$ cat src/rtl/video_to_sensor.sv
// video_to_sensor
// ---------------------------------------------------------------------------
// DVP-style sensor source emulator. Generates vsyn/href/data frames with a
// geometry set at runtime and a selectable test pattern. It is the transmit
// end of the interface that sensor_to_video receives. It emits one beat per
// i_sys_clk, so a consumer uses i_sys_clk as its pixel clock.
//
// Ports
//   i_sys_clk, i_sys_reset    : clock and synchronous active-high reset
//   s_ctrl_run                : generate frames continuously (sampled in IDLE
//                               and when a frame gap ends)
//   s_cinfo_line_pixl         : active pixels per line
//   s_cinfo_fram_line         : lines per frame
//   s_cinfo_hblk_cunt         : href-low cycles before each line
//   s_cinfo_vblk_cunt         : vertical porch and frame gap length
//   s_cinfo_patt_mode         : 0 line index, 1 pixel ramp, 2 constant,
//                               3 checker
//   s_cinfo_patt_cnst         : constant used by pattern mode 2
//   m_sensor_dst_vsyn/href/data : sensor bus (all registered)
//   m_vinfo_dst_fcunt         : completed-frame counter (wraps)
//   m_vinfo_dst_lcunt         : current line index, 0-based
//   m_ctrl_busy               : high whenever the FSM is not IDLE
//   m_err_config              : one-cycle pulse per rejected start attempt
//
// Handshake: there is no backpressure. Each cycle with vsyn=1 and href=1
// carries one valid pixel on m_sensor_dst_data; the consumer must accept it.
//
// Optional feature: macro VIDEO_TO_SENSOR_BLANK_ZERO_EN
//   defined   : data is driven to 0 on every cycle with href=0
//   undefined : data holds the last active pixel through blanking
//
// WD_SENSOR_DATA must not exceed WD_CONFIG_INFO. The pattern slices the line
// and pixel counters down to the data width.
// ---------------------------------------------------------------------------
module video_to_sensor #(
  parameter int WD_CONFIG_INFO = 16,
  parameter int WD_SENSOR_DATA = 8,
  parameter int WD_VIDEO_INFO  = 16
) (
  input  logic                      i_sys_clk,
  input  logic                      i_sys_reset,
  input  logic                      s_ctrl_run,
  input  logic [WD_CONFIG_INFO-1:0] s_cinfo_line_pixl,
  input  logic [WD_CONFIG_INFO-1:0] s_cinfo_fram_line,
  input  logic [WD_CONFIG_INFO-1:0] s_cinfo_hblk_cunt,
  input  logic [WD_CONFIG_INFO-1:0] s_cinfo_vblk_cunt,
  input  logic [1:0]                s_cinfo_patt_mode,
  input  logic [WD_SENSOR_DATA-1:0] s_cinfo_patt_cnst,
  output logic                      m_sensor_dst_vsyn,
  output logic                      m_sensor_dst_href,
  output logic [WD_SENSOR_DATA-1:0] m_sensor_dst_data,
  output logic [WD_VIDEO_INFO-1:0]  m_vinfo_dst_fcunt,
  output logic [WD_CONFIG_INFO-1:0] m_vinfo_dst_lcunt,
  output logic                      m_ctrl_busy,
  output logic                      m_err_config
);

  typedef enum logic [2:0] {
    ST_IDLE     = 3'd0,
    ST_VS_PRE   = 3'd1,
    ST_H_BLANK  = 3'd2,
    ST_H_ACTIVE = 3'd3,
    ST_VS_POST  = 3'd4,
    ST_F_GAP    = 3'd5
  } state_t;

  localparam logic [WD_CONFIG_INFO-1:0] CFG_ONE = {{(WD_CONFIG_INFO-1){1'b0}}, 1'b1};
  localparam logic [WD_VIDEO_INFO-1:0]  VID_ONE = {{(WD_VIDEO_INFO-1){1'b0}}, 1'b1};

  state_t                    state_q, state_d;
  logic [WD_CONFIG_INFO-1:0] cnt_q, cnt_d;      // cycle index within state
  logic [WD_CONFIG_INFO-1:0] lcunt_q, lcunt_d;
  logic [WD_VIDEO_INFO-1:0]  fcunt_q, fcunt_d;

  // Frame configuration, latched when a frame starts.
  logic [WD_CONFIG_INFO-1:0] pixl_q, pixl_d;
  logic [WD_CONFIG_INFO-1:0] line_q, line_d;
  logic [WD_CONFIG_INFO-1:0] hblk_q, hblk_d;
  logic [WD_CONFIG_INFO-1:0] vblk_q, vblk_d;
  logic [1:0]                mode_q, mode_d;
  logic [WD_SENSOR_DATA-1:0] cnst_q, cnst_d;

  logic                      vsyn_q, vsyn_d;
  logic                      href_q, href_d;
  logic [WD_SENSOR_DATA-1:0] data_q, data_d;
  logic                      busy_q, busy_d;
  logic                      err_q, err_d;

  logic cfg_ok;
  logic start;

  assign cfg_ok = (s_cinfo_line_pixl != '0) && (s_cinfo_fram_line != '0) &&
                  (s_cinfo_hblk_cunt != '0) && (s_cinfo_vblk_cunt != '0);
  assign start  = s_ctrl_run && cfg_ok;

  always_comb begin
    state_d = state_q;
    cnt_d   = cnt_q;
    lcunt_d = lcunt_q;
    fcunt_d = fcunt_q;
    pixl_d  = pixl_q;
    line_d  = line_q;
    hblk_d  = hblk_q;
    vblk_d  = vblk_q;
    mode_d  = mode_q;
    cnst_d  = cnst_q;
    err_d   = 1'b0;

    case (state_q)
      ST_IDLE: begin
        cnt_d = '0;
        if (start) begin
          state_d = ST_VS_PRE;
          lcunt_d = '0;
          pixl_d  = s_cinfo_line_pixl;
          line_d  = s_cinfo_fram_line;
          hblk_d  = s_cinfo_hblk_cunt;
          vblk_d  = s_cinfo_vblk_cunt;
          mode_d  = s_cinfo_patt_mode;
          cnst_d  = s_cinfo_patt_cnst;
        end else if (s_ctrl_run) begin
          err_d = 1'b1;
        end
      end
      // Latched geometry is never zero, so "value - 1" cannot underflow.
      ST_VS_PRE: begin
        if (cnt_q == vblk_q - CFG_ONE) begin
          state_d = ST_H_BLANK;
          cnt_d   = '0;
        end else begin
          cnt_d = cnt_q + CFG_ONE;
        end
      end
      ST_H_BLANK: begin
        if (cnt_q == hblk_q - CFG_ONE) begin
          state_d = ST_H_ACTIVE;
          cnt_d   = '0;
        end else begin
          cnt_d = cnt_q + CFG_ONE;
        end
      end
      ST_H_ACTIVE: begin
        if (cnt_q == pixl_q - CFG_ONE) begin
          cnt_d = '0;
          if (lcunt_q == line_q - CFG_ONE) begin
            state_d = ST_VS_POST;
          end else begin
            state_d = ST_H_BLANK;
            lcunt_d = lcunt_q + CFG_ONE;
          end
        end else begin
          cnt_d = cnt_q + CFG_ONE;
        end
      end
      ST_VS_POST: begin
        if (cnt_q == vblk_q - CFG_ONE) begin
          // The frame is complete at the vsyn falling edge.
          state_d = ST_F_GAP;
          cnt_d   = '0;
          fcunt_d = fcunt_q + VID_ONE;
        end else begin
          cnt_d = cnt_q + CFG_ONE;
        end
      end
      ST_F_GAP: begin
        if (cnt_q == vblk_q - CFG_ONE) begin
          cnt_d = '0;
          if (start) begin
            // Back-to-back frames re-latch the configuration.
            state_d = ST_VS_PRE;
            lcunt_d = '0;
            pixl_d  = s_cinfo_line_pixl;
            line_d  = s_cinfo_fram_line;
            hblk_d  = s_cinfo_hblk_cunt;
            vblk_d  = s_cinfo_vblk_cunt;
            mode_d  = s_cinfo_patt_mode;
            cnst_d  = s_cinfo_patt_cnst;
          end else begin
            state_d = ST_IDLE;
          end
        end else begin
          cnt_d = cnt_q + CFG_ONE;
        end
      end
      default: begin
        state_d = ST_IDLE;
        cnt_d   = '0;
      end
    endcase

    // Outputs are registered. They are decoded from the next state so that
    // each bus value lines up with the state it describes.
    vsyn_d = (state_d == ST_VS_PRE) || (state_d == ST_H_BLANK) ||
             (state_d == ST_H_ACTIVE) || (state_d == ST_VS_POST);
    href_d = (state_d == ST_H_ACTIVE);
    busy_d = (state_d != ST_IDLE);

`ifdef VIDEO_TO_SENSOR_BLANK_ZERO_EN
    data_d = '0;
`else
    data_d = data_q;
`endif
    if (href_d) begin
      case (mode_q)
        2'd0:    data_d = lcunt_d[WD_SENSOR_DATA-1:0];
        2'd1:    data_d = cnt_d[WD_SENSOR_DATA-1:0];
        2'd2:    data_d = cnst_q;
        default: data_d = {WD_SENSOR_DATA{lcunt_d[0] ^ cnt_d[0]}};
      endcase
    end
  end

  always_ff @(posedge i_sys_clk) begin
    if (i_sys_reset) begin
      state_q <= ST_IDLE;
      cnt_q   <= '0;
      lcunt_q <= '0;
      fcunt_q <= '0;
      pixl_q  <= '0;
      line_q  <= '0;
      hblk_q  <= '0;
      vblk_q  <= '0;
      mode_q  <= '0;
      cnst_q  <= '0;
      vsyn_q  <= 1'b0;
      href_q  <= 1'b0;
      data_q  <= '0;
      busy_q  <= 1'b0;
      err_q   <= 1'b0;
    end else begin
      state_q <= state_d;
      cnt_q   <= cnt_d;
      lcunt_q <= lcunt_d;
      fcunt_q <= fcunt_d;
      pixl_q  <= pixl_d;
      line_q  <= line_d;
      hblk_q  <= hblk_d;
      vblk_q  <= vblk_d;
      mode_q  <= mode_d;
      cnst_q  <= cnst_d;
      vsyn_q  <= vsyn_d;
      href_q  <= href_d;
      data_q  <= data_d;
      busy_q  <= busy_d;
      err_q   <= err_d;
    end
  end

  assign m_sensor_dst_vsyn = vsyn_q;
  assign m_sensor_dst_href = href_q;
  assign m_sensor_dst_data = data_q;
  assign m_vinfo_dst_fcunt = fcunt_q;
  assign m_vinfo_dst_lcunt = lcunt_q;
  assign m_ctrl_busy       = busy_q;
  assign m_err_config      = err_q;

endmodule

$ cat config.mk
export PLATFORM = sky130hd
export DESIGN_NAME = video_to_sensor
export DESIGN_NICKNAME = d
export VERILOG_FILES = /design/src/rtl/video_to_sensor.sv
export SDC_FILE = /design/constraint.sdc
export NUM_CORES = 1
export LEC_CHECK = 0
export BUFFER_PORTS_ARGS = -buffer_cell sky130_fd_sc_hd__buf_2
export CORE_ASPECT_RATIO = 0.7
export CORE_MARGIN = 2
export CORE_UTILIZATION = 31
export DETAILED_ROUTE_END_ITERATION = 10
export PLACE_DENSITY_LB_ADDON = 0.05
export SLEW_MARGIN = 25
export SYNTH_ARGS = -nofsm -noshare
export SYNTH_HDL_FRONTEND = slang
export SYNTH_SLANG_ARGS = --single-unit
$ cat constraint.sdc
create_clock -name i_sys_clk -period 10.2 [get_ports i_sys_clk]
set_input_delay 3.06 -clock i_sys_clk [delete_from_list [all_inputs] [get_ports i_sys_clk]]
set_output_delay 3.06 -clock i_sys_clk [all_outputs]
set_load 0.05 [all_outputs]
======== Word-level counts from Yosys, hierarchy flattened ========
Cells that the tools add are included.
W data, S select, Z words.
storage, ports and cells
  bits in registers ....................... 137
  input bits .............................. 77
  output and inout port bits .............. 44
cells by class
  $add $sub $neg .......................... 7
  equality and inequality tests ........... 18
  muxes and demuxes ....................... 38
  bitwise operators ....................... 2
  reductions and logical operators ........ 21
operator list
  cell                     number
  $mux W16                 15
  $pmux W16 S2             4
  $pmux W16 S3             2
  $eq A16 B16 Y1           4
  $reduce_bool A16 Y1      4
  $sub A16 B1 Y16 const B  4
  $add A16 B1 Y16 const B  3
  $pmux W8 S3              1
  $mux W3                  7
  $pmux W3 S6              1
  $mux W8                  2
  $pmux W8 S2              1
  $eq A3 B2 Y1 const B     4
  $eq A3 B3 Y1 const B     3
  $eq A3 B1 Y1 const B     2
  $ne A2 B2 Y1 const B     3
  $reduce_bool A3 Y1       2
  $reduce_or A3 Y1         2
  $logic_and A1 B1 Y1      4
  $mux W2                  2
  $pmux W2 S2              1
  $reduce_and A2 Y1        2
  $reduce_and A4 Y1        1
  $logic_not A3 Y1         1
  other kinds (8)          11

======== Depth between registers and ports, before layout ========
Gate-level depths: netlist of the first run.
  depth in word-level cells ............... 12
  gate-level depth with buffers ........... 15

======== Worst setup path before layout of the first run ========
Ideal clock, no wire load.
  kind .................................... in2reg
  start ................................... input port s_cinfo_line_pixl[0]
  end ..................................... register data_q[0] (netlist: m_sensor_dst_data[0])
  library setup time ...................... 0.142 ns
  data arrival time ....................... 4.741 ns
  path slack .............................. 5.317 ns
  stages on the path ...................... 10
  buffers on the path ..................... 0
  cell sequence ........................... nor4_1 > nand4_1 > and3_1 > nand3_1 > nor3_1 > nand4_2 > and4_4 > a211o_1 > a41oi_2 > a32oi_1
on the way
  word-level cells in the longest chain between the ends .. 10
RTL lines
  element                             line      text
  start, declared                     43        input logic [WD_CONFIG_INFO-1:0] s_cinfo_line_pixl,
  $reduce_bool A16 Y1 *               92        assign cfg_ok = (s_cinfo_line_pixl != '0) && (s_cinfo_fram_line != '0) &&
  $logic_and A1 B1 Y1 * (2 in a row)  92
  $logic_and A1 B1 Y1 *               93        (s_cinfo_hblk_cunt != '0) && (s_cinfo_vblk_cunt != '0);
  $logic_and A1 B1 Y1 *               94        assign start = s_ctrl_run && cfg_ok;
  $mux W16                            112, 168
  $mux W16                            166       if (cnt_q == vblk_q - CFG_ONE) begin
  $pmux W16 S3                        109       case (state_q)
  $xor A1 B1 Y1                       208       default: data_d = {WD_SENSOR_DATA{lcunt_d[0] ^ cnt_d[0]}};
  $pmux W8 S3                         204       case (mode_q)
  end signal, assigned                243       data_q <= data_d;
  end, declared                       85        logic [WD_SENSOR_DATA-1:0] data_q, data_d;
Mark *: on every way between the ends. The rest lies on a longest branch, timed or not. The select of a mux whose other input is x is not followed.
A chain may end at the register's enable or synchronous reset.

======== Final worst setup path of the first run ========
  start ................................... input port s_cinfo_fram_line[0]
  end ..................................... register pixl_q[3]
on the way
  word-level cells in the longest chain between the ends .. 8
RTL lines
  element                             line  text
  start, declared                     44    input logic [WD_CONFIG_INFO-1:0] s_cinfo_fram_line,
  $reduce_bool A16 Y1 *               92
  $logic_and A1 B1 Y1 * (2 in a row)  92
  $logic_and A1 B1 Y1 *               93
  $logic_and A1 B1 Y1 *               94
  $mux W16 *                          n/a
  $mux W16                            n/a
  $pmux W16 S2 *                      n/a
  end signal, assigned                235   pixl_q <= pixl_d;
  end, declared                       76    logic [WD_CONFIG_INFO-1:0] pixl_q, pixl_d;
Marks and branches as above.

==> impl_results.md, run 1 <==
* Clk Latency, worst-skew pair at 0.43 ns
* RSZ-0062 raised after global routing: false
* TritonRoute pass-1 iters at 5
* Vias in the first global route at 6750
* Synth-to-layout area growth at 18.0%
* Synth Register Bits at 137
* Post-CTS Repair Setup Buffers at 0
* FF-to-FF setup slack at 5.52 ns
* 1st-iter DRT viols at 584
* Path type of the worst min-delay path: flip-flop to flip-flop
* Antenna Nets Post-Route at 0
* NetSw at 426 uW
* Commonest non-fill, non-tap cells in the layout: nor2_1, dfxtp_1, buf_2
* Fraction of layout cells with a size suffix above 1 at 16.8%
* Synthesized cell area at 8190 um^2
* TritonCTS clock tree: done
* Largest net degree at the start of global routing at 62
* Io pins at 121
* Cts repair resizes at 0
* Crit share post-route at 55.7%
* Main synth FF type: dfxtp_1
* Die height at 140 um
* Cell variety after synth at 81
* TNS Setup at 0 ns
* Max_cap viols at 0
* Final Hold Viols at 0
* Via density at 5.08
* Slew @ Worst Pin at 0.909 ns
* GRT Total Usage at 19.0%
* Flop pwr share at 38.4%
* Count of final max-slew check failures at 0
* Commonest non-fill, non-tap cell in the layout: nor2_1
* P per Cell Area at 159 nW/um^2
* Core area at 25800 um^2
* Sequential area share after synthesis at 33.5%
* Dpl hpwl at 19300 um
* # diodes at 0
* Hold EP: m_sensor_dst_data[7]
* Relative slew slack at 39.4%
* Critical Path AT at 5.97 ns
* Critical Path RT at 10.48 ns
* Final worst slack at 4.51 ns
* FF-to-FF End: pixl_q[3]
* Port Buffers at 120
* EDFF count, synth at 0
* CP max FO at 60
* Synth Instances at 1002
* Clock skew at 0.0105 ns
* Logic pwr share at 16.1%
* CTS max path bufs at 2
* Rows at 49
* Multi-input gate area at 5090 um^2
* DRC Markers at 0
* Max Fclk at 176 MHz
* Clock-pin slew on the worst setup and hold paths at 0.06 ns
* Crit Path Category: input port to flip-flop
* Routed wire length at 25900 um
* Htree depth at 4
* Synth Warn # at 0
* Fin crit period at 5.69 ns
* P_leak at 3.78 nW
* WHS at 0.487 ns
* Initial Util at 31.7%
* Type of origin of the critical path: input port
* FFs w/ async S/R, synth at 0%
* Mapped Nets at 1086
* CTS Hold Buffers Added at 0
* Num CTS Buffers at 17
* Routed len/inst at 17.8 um
* Die area at 27700 um^2
* Antenna violations before repair at 0
* Hold depth at 2
* DR vias at 7387
* Worst slack, placed at 4.11 ns
* Fillcell total at 2702
* First-pass GRT wire length at 40300 um
* Setup violators final at 0
* Clk sinks at 137
* Worst Hold Launch: m_sensor_dst_data[7]
* Die width at 198 um
* Worst Reg-to-Reg Cells at 10
* Mean Syn Cell Area at 8.17 um^2
* Power Internal at 1.11 mW
* Critical R2R Launch: vblk_q[2]
* Net Sw Frac at 27.7%
* Total area of sequential cells at 2740 um^2
* Critical Path End Type: flip-flop
* Clk network pwr share at 45.5%
* Status: completed
* Placer Congestion at 0.804
* Global route overflow at 0
* Worst IR Drop VDD at 0.000104 V
* Final nets at 1169
* Clock Tree Root: clkbuf_16
* Final Core Density at 37.4%
-- logic make-up (layout without fill, tap and decap cells) --
logic type	Yosys count	after routing	synth area share, %
xor+xnor	99	99	10.6
compound gates	161	161	13.7
mux	66	66	8.07
fa+ha+maj	7	7	1.07
simple gates	445	445	28.6
buf+inv	87	183	4.46
flops	137	137	33.5
-- power groups by stage --
stage | Clock, mW | Sequential (mW) | Combinational [mW]
floorplan | 0 | 0.588 | 0.191
finish | 0.699 | 0.591 | 0.248
global route | 0.740 | 0.594 | 0.274
global placement | 0 | 0.603 | 0.248
CTS | 0.720 | 0.590 | 0.247
detailed placement | 0 | 0.602 | 0.246
-- worst max-delay path, stage by stage --
cell	delay [ns]
buf_2	0.11
nor4_1	0.06
nand4_1	0.19
and3_1	0.25
nand3_1	0.20
nor3_1	0.24
nand4_2	0.23
nand2_4	0.43
buf_4	0.75
mux2i_1	0.28
nor2_1	0.05
-- through the flow --
| step | area, um^2 | std cells | power (mW) |
|---|---|---|---|
| floorplan | 8190 | 1002 | 0.779 |
| global placement | 9010 | 1423 | 0.851 |
| detailed placement | 9010 | 1423 | 0.848 |
| CTS | 9660 | 1455 | 1.56 |
| global route | 9660 | 1455 | 1.61 |
| finish | 9660 | 1455 | 1.54 |
-- registers in the layout, indices dropped and copies added (netlist names) --
register / flops
cnt_q: 16
vblk_q: 16
pixl_q: 16
m_err_config: 1
cnst_q: 8
mode_q: 2
m_sensor_dst_vsyn: 1
hblk_q: 16
state_q: 3
m_sensor_dst_data: 8
m_vinfo_dst_fcunt: 16
m_vinfo_dst_lcunt: 16
m_sensor_dst_href: 1
line_q: 16
m_ctrl_busy: 1
-- layout make-up --
| type | instances | share of cell area [%] |
|---|---|---|
| multi-input combinational | 778 | 52.7 |
| sequential | 137 | 28.4 |
| timing repair buffer | 123 | 6.48 |
| clock buffer | 21 | 4.77 |
| tap | 357 | 4.62 |
| clock inverter | 11 | 1.99 |
| inverter | 28 | 1.09 |
-- cell usage after synthesis (25+ instances only) --
| cell type | instances | area, um^2 |
|---|---|---|
| xnor2_1 | 64 | 561 |
| clkbuf_1 | 40 | 150 |
| xor2_1 | 35 | 307 |
| inv_1 | 28 | 105 |
| nor4_1 | 29 | 181 |
| nand2_1 | 46 | 173 |
| o21ai_0 | 25 | 125 |
| nand3_1 | 31 | 155 |
| mux2i_1 | 66 | 661 |
| a21oi_1 | 37 | 185 |
| nor2_1 | 185 | 694 |
| dfxtp_1 | 137 | 2740 |
-- metal layers --
layer | track usage (%) | wire [um] | vias to the layer above
met4 | 4.51 | 272 | 0
met5 | 0 | 0 | -
met2 | 23.5 | 9340 | 159
met3 | 3.71 | 1150 | 16
met1 | 31.8 | 15100 | 3445
li1 | - | - | 3767
-- worst max-delay path by stage --
stage                                      from              endpoint  slack (ns)  depth (start not counted)
after floorplan            s_cinfo_line_pixl[0]  m_sensor_dst_data[0]        5.32                         10
after global placement    s_cinfo_fram_line[12]            hblk_q[15]        4.14                         11
after detailed placement  s_cinfo_fram_line[12]             pixl_q[3]        4.11                         11
after CTS                 s_cinfo_fram_line[12]             pixl_q[3]        4.56                         11
after global routing      s_cinfo_fram_line[12]            pixl_q[15]        4.29                         11
final                      s_cinfo_fram_line[0]             pixl_q[3]        4.51                         11
(Power assumes the default switching activity.)
==> run 2, diff against run 1 <==
- ABC_AREA: unset -> 1
- clock period: 10.2 -> 5.01 ns (I/O delays scaled with it)
==> run 2 against run 1 <==
Core utilization is 0.24 points lower. Sequential share of layout area is 4.1 points lower. Global-route usage is 2.6 points higher. Flip-flop and latch count did not move. Design area grew 17%. Clock power increased by 110%.
==> impl_results.md, run 2 <==
* Cell mode on critical path: nor2_1
* TNS Setup at 0 ns
* Clock Tree Root: clkbuf_16
* Synth area leaders: dfxtp_1, nand2_1, nor2_1
* Critical Path RT at 5.34 ns
* Kind of cell adding the most delay to the critical path: simple AND/OR/NAND/NOR gates
* Type of origin of the critical path: input port
* Mean Syn Cell Area at 6.06 um^2
* Port Buffers at 120
* 1st-iter DRT viols at 774
* Clock-pin slew on the worst setup and hold paths at 0.06 ns
* Path type of the worst min-delay path: flip-flop to flip-flop
* Synth Instances at 1589
* Placed insts at 2083
* Count of final max-slew check failures at 0
* FFs w/ async S/R, synth at 0%
* Main synth FF type: dfxtp_1
* Synthesized cell area at 9630 um^2
* Num CTS Buffers at 17
* Fin crit period at 3.43 ns
* CP max FO at 37
* Crit Path Category: input port to flip-flop
* Top-count cell post-synth: nand2_1
* Io pins at 121
* Final Core Density at 37.2%
* Cell Chain, Critical Path: buf_2 > nor4_1 > nand4_1 > nand2_1 > nor2_1 > inv_1 > nor2_1 > nand2_4 > inv_2 > nor2_1 > nor2_1
* Critical Path AT at 3.76 ns
* CTS Hold Buffers Added at 0
* Commonest non-fill, non-tap cell in the layout: nand2_1
* Die area at 32500 um^2
* Global route overflow at 0
* Commonest non-fill, non-tap cells in the layout: nand2_1, nor2_1, inv_1
* Clock skew at 0.0102 ns
* Max_cap viols at 0
* Slew @ Worst Pin at 0.913 ns
* Slowest CP cell: nor4_1
* DR vias at 10200
* Max Fclk at 292 MHz
* WHS at 0.482 ns
* Die height at 151 um
* Post-CTS Repair Setup Buffers at 0
* Routed len/inst at 16.2 um
* Relative slew slack at 38.5%
* Largest net degree at the start of global routing at 44
* Vias in the first global route at 9217
* Final Hold Viols at 0
* Buf/Inv on CP at 3
* Clk Latency, worst-skew pair at 0.44 ns
* Core area at 30300 um^2
* Initial Util at 31.8%
* GRT Total Usage at 21.5%
* Crit share post-route at 68.4%
* Via density at 4.81
* RSZ-0062 raised after global routing: false
* Worst IR Drop VDD at 0.000161 V
* Clk sinks at 137
* Antenna violations before repair at 0
* Die width at 215 um
* P_leak at 5.41 nW
* Placer Congestion at 0.849
* Max stage delay on crit path at 0.56 ns
* Largest area contributor in the synthesized netlist: dfxtp_1
* P per Cell Area at 321 nW/um^2
* Fraction of layout cells with a size suffix above 1 at 13.1%
* Post-synth top area share at 28.5%
* TritonCTS clock tree: done
* Rows at 53
* Synth-to-layout area growth at 17.1%
* Cell variety after synth at 44
* Status: completed
* Dpl hpwl at 27100 um
* Critical Path End Type: flip-flop
* Layout Cells excl Fill at 2115
* DRC Markers at 0
* Antenna Nets Post-Route at 0
* Synth Warn # at 0
* EDFF count, synth at 0
* First-pass GRT wire length at 53700 um
* Mapped Nets at 1673
* Routed wire length at 34300 um
* Setup violators final at 0
* # diodes at 0
* Final nets at 1774
* CTS max path bufs at 2
* Sequential area share after synthesis at 28.5%
* TritonRoute pass-1 iters at 5
* Top post-synthesis cells by count: nand2_1, nor2_1, inv_1
* Synth Register Bits at 137
* Cts repair resizes at 0
* Htree depth at 4
==> run 2: layer usage <==
layer | share of wire [%] | vias up | global-route usage [%]
met5 | 0 | - | 0
met4 | 0.70 | 0 | 4.38
met3 | 5.6 | 12 | 4.00
met2 | 36 | 272 | 28.4
met1 | 57 | 4613 | 34.8
li1 | - | 5286 | -
==> run 2: worst min-delay path, stage by stage (launching register included) <==
cell and delay, ns:
dfxtp_1 0.33, nor2_1 0.05, nor2_1 0.08
==> run 2: kinds of logic (layout without fill, tap and decap cells) <==
group           Yosys count  count (layout)  share of synthesized area, %
compound gates          220             220                          12.1
xor+xnor                 76              76                          7.06
fa+ha+maj                 7               7                         0.910
buf+inv                 246             360                          9.98
flops                   137             137                          28.5
simple gates            903             903                          41.5
==> run 2: area by class of cell <==
| cell class | instances | area, um^2 |
|---|---|---|
| repair buffers | 128 | 661 |
| clock inverters | 14 | 244 |
| clock buffers | 18 | 429 |
| multi-input cells | 1206 | 5930 |
| fillers | 3381 | 19000 |
| well taps | 412 | 515 |
| flip-flops and latches | 137 | 2740 |
| inverters | 200 | 751 |
==> run 2: worst paths after layout <==
kind                                            from   endpoint  slack (ns)  cells past startpoint
worst max register to register             vblk_q[0]  vblk_q[8]        1.74                     16
worst max-delay path            s_cinfo_hblk_cunt[3]  vblk_q[8]        1.58                     11
worst min register to register             cnst_q[2]  cnst_q[2]        0.48                      2
worst min-delay path                       cnst_q[2]  cnst_q[2]        0.48                      2
==> run 2: where the power goes <==
part / internal (mW) / switching, mW
logic: 0.306 / 0.610
registers: 1.15 / 0.0734
clock network: 0.939 / 0.543
==> run 2: stage by stage <==
step	cell area, um^2	worst slack (ns)	total power, mW
floorplan	9630	2.18	1.91
finish	11300	1.58	3.62
global placement	10600	1.16	2.15
detailed placement	10600	1.15	2.15
global route	11300	1.29	3.84
CTS	11300	1.63	3.65
==> run 3, diff against run 2 <==
- clock period: 5.01 -> 3.5 ns (I/O delays scaled with it)
==> run 3 against run 2 <==
Critical endpoint is now m_sensor_dst_data[1]. Clock skew about the same. Setup slack lost 1.2 ns. Cell count up 0.76%. Design area up 0.88%. Sequential share of layout area decreased by 0.21 points. Total power rose by 39%. Register-to-register slack worse by 1.4 ns. First-iteration DRC count decreased by 2.8%. Largest cell class unchanged.
==> impl_results.md, run 3 (synthesis results as in run 2) <==
* Worst IR Drop VDD at 0.000244 V
* Initial Util at 31.8%
* Slowest CP cell: nand2_1
* Kind of cell adding the most delay to the critical path: simple AND/OR/NAND/NOR gates
* Cell mode on critical path: nand2_1
* CTS max path bufs at 2
* Htree depth at 4
* Vias in the first global route at 9313
* DR vias at 10200
* Die area at 32500 um^2
* # diodes at 0
* Cts repair resizes at 0
* Final nets at 1791
* 1st-iter DRT viols at 752
* Clk Latency, worst-skew pair at 0.45 ns
* Setup violators final at 0
* Max_cap viols at 0
* Slew @ Worst Pin at 0.917 ns
* Port Buffers at 120
* Status: completed
* Fin crit period at 3.11 ns
* Via density at 4.79
* CP max FO at 11
* Type of origin of the critical path: flip-flop
* Relative slew slack at 38.2%
* Cell Chain, Critical Path: inv_1 > ha_1 > nand3_1 > nor2_2 > nand2_1 > nand3_1 > nand2_1 > nor2_1 > nand2_1 > nor2_1 > nand2_1 > nand2_1 > nand2_1 > nor2_1 > nand2_2 > nand2_1 > nand2_1 > nand2_1 > nand2_1 > nor2_1 > nor2_1
* Dpl hpwl at 27500 um
* Clk sinks at 137
* Global route overflow at 0
* Synth-to-layout area growth at 18.1%
* DRC Markers at 0
* CTS Hold Buffers Added at 0
* Path type of the worst min-delay path: flip-flop to flip-flop
* Placer Congestion at 0.873
* Count of final max-slew check failures at 0
* TNS Setup at 0 ns
* Die width at 215 um
* Max Fclk at 321 MHz
* Core area at 30300 um^2
* Commonest non-fill, non-tap cell in the layout: nand2_1
* Antenna Nets Post-Route at 0
* Rows at 53
* TritonCTS clock tree: done
* Antenna violations before repair at 0
* Power, Total at 5.03 mW
* Clock skew at 0.0105 ns
* Max stage delay on crit path at 0.32 ns
* Routed wire length at 34300 um
* Critical Path RT at 3.84 ns
* First-pass GRT wire length at 53600 um
* Fillcell total at 3396
* Commonest non-fill, non-tap cells in the layout: nand2_1, nor2_1, inv_1
* P_leak at 5.48 nW
* RSZ-0062 raised after global routing: false
* Crit share post-route at 88.9%
* Critical Path AT at 3.45 ns
* Total area of sequential cells at 2740 um^2
* Routed len/inst at 16.1 um
* Die height at 151 um
* Largest net degree at the start of global routing at 39
* Clock Tree Root: clkbuf_16
* Final Core Density at 37.5%
* P per Cell Area at 442 nW/um^2
* Io pins at 121
* Clock-pin slew on the worst setup and hold paths at 0.06 ns
* Multi-input gate area at 5930 um^2
* Fraction of layout cells with a size suffix above 1 at 13.8%
* GRT Total Usage at 21.6%
* Post-CTS Repair Setup Buffers at 0
* TritonRoute pass-1 iters at 5
* Critical Path End Type: flip-flop
* Num CTS Buffers at 17
* Buf/Inv on CP at 1
* Crit Path Category: flip-flop to flip-flop
* Final Hold Viols at 0
==> run 3: cell types whose count changed in the layout (fill, tap and decap cells not counted), sizes merged <==
cell    change
clkbuf      +2
clkinv      +2
bufinv      -2
inv         -3
buf        +17
==> run 3: report_power, final <==
part           internal, mW  switching (mW)  leakage, nW
clock network          1.21           0.746        0.300
logic                 0.447           0.874         4.06
registers              1.65           0.104         1.12
==> run 3: layout make-up <==
cell class / instances / share of cell area, %
clock buffers: 20 / 3.93
flip-flops and latches: 137 / 24.1
multi-input cells: 1206 / 52.1
repair buffers: 145 / 7.15
well taps: 412 / 4.53
clock inverters: 11 / 1.52
inverters: 200 / 6.60
==> run 3: routing by layer <==
layer  wire length [um]  track usage (%)
met1              19600             34.9
met4                352             5.63
met5                  0                0
met3               1780             3.23
met2              12600             28.4
==> run 3: metrics by stage <==
step / cell area, um^2 / instances / hold WS (ns) / setup slack [ns]
after global routing: 11400 / 2131 / 0.509 / 0.0184
after detailed placement: 10800 / 2100 / 0.480 / 0.180
after global placement: 10800 / 2100 / 0.473 / 0.322
final: 11400 / 2131 / 0.488 / 0.389
after floorplan: 9630 / 1589 / 0.448 / 1.09
after CTS: 11400 / 2131 / 0.491 / 0.426
==> run 3: final timing paths <==
| check | slack [ns] | from | cells after the start | endpoint |
|---|---|---|---|---|
| worst max register to register | 0.39 | vblk_q[0] | 21 | m_sensor_dst_data[1] |
| worst max-delay path | 0.39 | vblk_q[0] | 21 | m_sensor_dst_data[1] |
| worst min-delay path | 0.49 | hblk_q[13] | 2 | hblk_q[13] |
| worst min register to register | 0.49 | hblk_q[13] | 2 | hblk_q[13] |
==> run 3: worst register-to-register path, stage by stage, from the launching register on <==
cell and delay, ns:
dfxtp_1 0.31, inv_1 0.12, ha_1 0.22, nand3_1 0.15, nor2_2 0.24, nand2_1 0.09
nand3_1 0.13, nand2_1 0.06, nor2_1 0.09, nand2_1 0.06, nor2_1 0.11, nand2_1 0.32
nand2_1 0.19, nand2_1 0.06, nor2_1 0.17, nand2_2 0.18, nand2_1 0.13, nand2_1 0.08
nand2_1 0.07, nand2_1 0.05, nor2_1 0.12, nor2_1 0.05
